### config.mk
export PLATFORM = sky130hd
export DESIGN_NAME = game_sequencer
export DESIGN_NICKNAME = d
export VERILOG_FILES = /design/src/rtl/game_sequencer.sv
export SDC_FILE = /design/constraint.sdc
export NUM_CORES = 1
export LEC_CHECK = 0
export CORE_MARGIN = 2
export CORE_UTILIZATION = 42
export DETAILED_ROUTE_END_ITERATION = 8
export PLACE_DENSITY = 0.74
export REMOVE_ABC_BUFFERS = 1
export SYNTH_ARGS = -nofsm -noshare
export SYNTH_HDL_FRONTEND = slang
export SYNTH_SLANG_ARGS = --single-unit
### constraint.sdc
create_clock -name clka -period 1.8 [get_ports clka]
set_clock_uncertainty 0.1 [all_clocks]
set_input_delay 0.45 -clock clka [delete_from_list [all_inputs] [get_ports clka]]
set_output_delay 0.45 -clock clka [all_outputs]
set_load 0.1 [all_outputs]
### src/rtl/game_sequencer.sv
// game_sequencer: top-level tetris game controller.
// Drives the clear_redraw command/piece select, times gravity steps, scans the
// returned board for full rows, and keeps score and game-over status.
module game_sequencer #(
  parameter int unsigned DROP_TICKS = 8,        // cycles between gravity steps, 2..255
  parameter logic [3:0]  LFSR_SEED  = 4'b1001   // nonzero piece LFSR seed
) (
  input  logic        clka,
  input  logic        restart_n,
  input  logic        start,
  input  logic [31:0] board_in,
  input  logic        dp_error,
  output logic [2:0]  state,
  output logic [1:0]  curr_piece,
  output logic        step,
  output logic [2:0]  clear_row,
  output logic [7:0]  score,
  output logic        game_over,
  output logic        busy
);

  typedef enum logic [2:0] {
    S_IDLE  = 3'd0,
    S_SPAWN = 3'd1,
    S_FALL  = 3'd2,
    S_LOCK  = 3'd3,
    S_SCAN  = 3'd4,
    S_CLEAR = 3'd5,
    S_OVER  = 3'd6,
    S_BAD   = 3'd7
  } state_e;

  localparam logic [7:0] CNT_LAST = 8'(DROP_TICKS - 1);

  state_e      state_q, state_d;
  logic [7:0]  cnt_q, cnt_d;
  logic        first_q, first_d;      // high during the first FALL cycle after SPAWN
  logic [1:0]  piece_q, piece_d;
  logic [2:0]  row_q, row_d;
  logic [7:0]  score_q, score_d;
  logic        step_q, step_d;
  logic        over_q, over_d;
  logic        busy_q, busy_d;
  logic [3:0]  lfsr_q;
  logic        row_full;

  // Piece LFSR: x^4+x^3+1 Fibonacci, free-running in every state.
  always_ff @(posedge clka or negedge restart_n) begin
    if (!restart_n) begin
      lfsr_q <= LFSR_SEED;
    end else begin
      // NOTE: registers are updated with non-blocking assignments so every
      // flop samples the pre-edge value of every other flop.
      lfsr_q <= {lfsr_q[2:0], lfsr_q[3] ^ lfsr_q[2]};
    end
  end

  // State and datapath registers.
  always_ff @(posedge clka or negedge restart_n) begin
    if (!restart_n) begin
      state_q <= S_IDLE;
      cnt_q   <= '0;
      first_q <= 1'b0;
      piece_q <= '0;
      row_q   <= '0;
      score_q <= '0;
      step_q  <= 1'b0;
      over_q  <= 1'b0;
      busy_q  <= 1'b0;
    end else begin
      state_q <= state_d;
      cnt_q   <= cnt_d;
      first_q <= first_d;
      piece_q <= piece_d;
      row_q   <= row_d;
      score_q <= score_d;
      step_q  <= step_d;
      over_q  <= over_d;
      busy_q  <= busy_d;
    end
  end

  // Next-state logic; status outputs are decoded from the next state so they
  // stay registered and aligned with state.
  always_comb begin
    // NOTE: every variable gets a default first so no path leaves it
    // unassigned, which would otherwise infer a latch.
    state_d  = state_q;
    cnt_d    = cnt_q;
    first_d  = first_q;
    piece_d  = piece_q;
    row_d    = row_q;
    score_d  = score_q;
    step_d   = 1'b0;
    row_full = (board_in[{row_q, 2'b00} +: 4] == 4'hF);

    case (state_q)
      S_IDLE: begin
        if (start) begin
          state_d = S_SPAWN;
          score_d = '0;
        end
      end
      S_SPAWN: begin
        piece_d = lfsr_q[1:0];
        cnt_d   = '0;
        first_d = 1'b1;
        state_d = S_FALL;
      end
      S_FALL: begin
        first_d = 1'b0;
        if (dp_error) begin
          // A collision on the very first FALL cycle means the spawn failed.
          state_d = first_q ? S_OVER : S_LOCK;
        end else if (cnt_q == CNT_LAST) begin
          cnt_d  = '0;
          step_d = 1'b1;
        end else begin
          cnt_d = cnt_q + 8'd1;
        end
      end
      S_LOCK: begin
        row_d   = '0;
        state_d = S_SCAN;
      end
      S_SCAN: begin
        if (row_full) begin
          state_d = S_CLEAR;
        end else if (row_q == 3'd7) begin
          state_d = S_SPAWN;
        end else begin
          row_d = row_q + 3'd1;
        end
      end
      S_CLEAR: begin
        // Row index is kept so the collapsed row is rescanned.
        if (score_q != 8'hFF) score_d = score_q + 8'd1;
        state_d = S_SCAN;
      end
      S_OVER: begin
        if (start) state_d = S_IDLE;
      end
      default: state_d = S_IDLE;
    endcase

    over_d = (state_d == S_OVER);
    busy_d = (state_d != S_IDLE) && (state_d != S_OVER);
  end

  assign state      = state_q;
  assign curr_piece = piece_q;
  assign step       = step_q;
  assign clear_row  = row_q;
  assign score      = score_q;
  assign game_over  = over_q;
  assign busy       = busy_q;

endmodule

==> results.md <==
- Syn Inst Count: 184
- Max VDD drop: 1.31 mV
- Power Dens Cells: 1560 mW/mm^2
- Final period utilization: 97.5%
- CP max-delay cell: clkdlybuf4s50_1
- CTS tree: yes
- Seq/Total Area, Yosys: 45.6%
- Clk root buf: clkbuf_8
- DR iter-0 viols: 123
- Fin. max-slew vios: 0
- Synth async-reset ratio: 100%
- Inserted Clock Buffers: 5
- I/O pins: 55
- Placed insts: 307
- Syn avg cell area: 9.57 um^2
- Drt pass-1 iters: 4
- Yosys warning total: 0
- Synthesis-stage register bit count: 32
- Setup TNS: 0 ns
- # H-tree levels: 2
- Row count: 23
- Die area: 0.00473 mm^2
- Crit path kind: input pin to register
- All-Layer GR Usage: 21.1%
- N_diodes: 0
- Mapped cell area: 0.00176 mm^2
- First-pass GRT wire length: 7.28 mm
- Sink Count: 32
- Nets: 305
- R2r startpoint: clear_row[0]
- Skew-Pair Late Insertion Delay: 0.28 ns
- Clk slew on worst S/H paths: 0.07 ns
- Routed Wire Length: 4.59 mm
- Die height: 68.7 um
- Post-synth EDFFs: 0
- Die X: 68.7 um
- Worst EP arrival: 1.87 ns
- Layout Cells excl Fill: 316
- Slowest stage delay, CP: 0.44 ns
- Worst Hold Depth: 0
- Antenna violations before repair: 0
- Synth-to-Final Area Change: 64.2%
- DR DRC count: 0
- HP Class: register to register
- Final setup viols: 0
- Drt wl/cell: 14.5 um
- Max-slew headroom: 79.6%
- HPWL Detailed: 3.41 mm
- CP endpoint kind: register
- Via count: 1713
- Hold_buf cts: 0
- Reg2reg path depth: 6
- RSZ-0062 raised after global routing: no
- Library cells used by synthesis: 49
- Leakage power: 1.24 nW
- Port Buffer Count: 54
- Max Root-Sink Buffers: 2
- Layout cells sized above 1: 27.1%
- CP startpoint: dp_error
- Fmax: 570 MHz
- Largest fanout on the critical path: 3
- Largest net degree at the start of global routing: 33
- Starting Density: 43.7%
- Crit path required time: 1.92 ns
- Hold Fails Final Rpt: 0
- Post-route ant nets: 0
- Number of global-route vias before repair: 1586
- Status: finished, final reports clean
- Worst setup SP type: input pin
- Post-route minimum period: 1.75 ns
- Core ar.: 0.00403 mm^2
- Hold_sp: lfsr_q[1]
- Worst-margin pin slew: 0.303 ns
- RePlAce Congestion: 0.849
- Max-Cap Viols: 0
- CP cell instances: clkdlybuf4s50_1 > nor3b_2 > o21bai_1 > or2_4 > or3b_1 > nand2_1
- Routed vias/inst: 5.42
- Predominant post-synthesis flop cell: dfrtp_1
- Grt ovf: 0
-- cells in the final DEF, fill, tap and decap left out, drive strengths merged, types with 5 or more instances in the layout --
cell type / synthesis / final
dfrtp: 30 / 30
o21ai: 17 / 17
clkdlybuf4s50: 0 / 35
clkbuf: 1 / 6
buf: 4 / 44
nor2b: 5 / 5
xor2: 6 / 6
nor2: 20 / 20
nand4: 10 / 10
nand2: 21 / 21
-- cell type report --
cell class              count  area [um^2]
well taps                  50         62.6
flip-flops and latches     32          810
fillers                   309         1140
clock inverters             2         35.0
inverters                   1         3.75
repair buffers             79          931
multi-input cells         146          976
clock buffers               6         72.6
-- cell usage after synthesis (2+ instances only) --
cell type	count	area, um^2
o31ai_1	3	22.5
mux2_2	2	22.5
mux2i_1	2	20.0
nand3_1	4	20.0
buf_2	4	20.0
nand2_1	21	78.8
o221ai_1	2	17.5
dfstp_2	2	52.6
nand4_1	10	62.6
o21bai_1	3	22.5
nor2_1	20	75.1
and3_1	4	25.0
o21ai_0	17	85.1
or3b_1	2	17.5
nor2b_1	5	31.3
xor2_1	6	52.6
a21oi_1	4	20.0
ha_1	4	50.1
dfrtp_1	30	751
nand3b_1	3	22.5
nor3b_1	2	15.0
nand2b_1	4	25.0
nor3_1	3	15.0
xnor2_1	2	17.5
-- registers in the layout, indices dropped and copies added (netlist names) --
| register | flops |
|---|---|
| lfsr_q | 4 |
| first_q | 1 |
| cnt_q | 8 |
| game_over | 1 |
| step | 1 |
| clear_row | 3 |
| curr_piece | 2 |
| busy | 1 |
| score | 8 |
| state | 3 |
-- cells by family (layout without fill, tap and decap cells) --
kind of cell / count (synthesis) / after routing / synth area share (%)
AO/OA/AOI/OAI: 41 / 41 / 16.5
XOR/XNOR: 8 / 8 / 3.98
adder cells (fa/ha/maj): 4 / 4 / 2.84
buffers and inverters: 6 / 88 / 1.56
flip-flops: 32 / 32 / 45.6
multiplexers: 4 / 4 / 2.42
AND/OR/NAND/NOR: 89 / 89 / 27.1
-- report_power, final --
| group | leakage, nW | total [mW] | switching, mW | internal [mW] |
|---|---|---|---|---|
| Clock | 0.0552 | 0.682 | 0.271 | 0.411 |
| Sequential | 0.412 | 1.09 | 0.212 | 0.874 |
| Combinational | 0.769 | 2.75 | 1.60 | 1.15 |
| Total | 1.24 | 4.51 | 2.08 | 2.43 |
-- metal layers --
metal  part of all wire [%]  track usage [%]  vias to the layer above
met5                      0                0                        -
li1                       -                -                      839
met4                    1.3             6.62                        0
met3                    4.2             5.84                        9
met1                     43             26.8                      818
met2                     51             35.0                       47
-- path summary, 6_finish.rpt --
| check | endpoint | slack (ns) |
|---|---|---|
| setup / recovery | cnt_q[4] | 0.05 |
| hold / removal | lfsr_q[2] | 0.28 |
| setup reg to reg | clear_row[2] | 0.08 |
| hold reg to reg | lfsr_q[2] | 0.28 |
| max in group asynchronous | lfsr_q[3] | 0.93 |
| min in group asynchronous | cnt_q[5] | 0.43 |
-- through the flow --
step	worst slack [ns]	utilization, %	hold slack [ns]	area [um^2]	total power, mW
final	0.0459	71.7	0.284	2890	4.51
after global routing	0.00189	71.7	0.310	2890	4.75
after CTS	0.00588	70.5	0.295	2840	4.46
after detailed placement	-0.419	67.6	0.271	2720	3.74
after global placement	-0.391	67.6	0.257	2720	3.70
after floorplan	-0.706	-	0.0544	1740	2.59
-- worst max-delay path, delay by kind of cell --
family | cells | cell delay [ns]
compound gates | 1 | 0.09
buf+inv | 1 | 0.44
simple gates | 4 | 0.88
-- repair_timing --
action | CTS | global route
cloned | 0 | 0
setup buffers | 0 | 1
pin swaps | 0 | 4
setup endpoints to repair | 4 | 5
gates resized for setup | 4 | 15
Note: power is estimated with default switching activity, not from simulation.
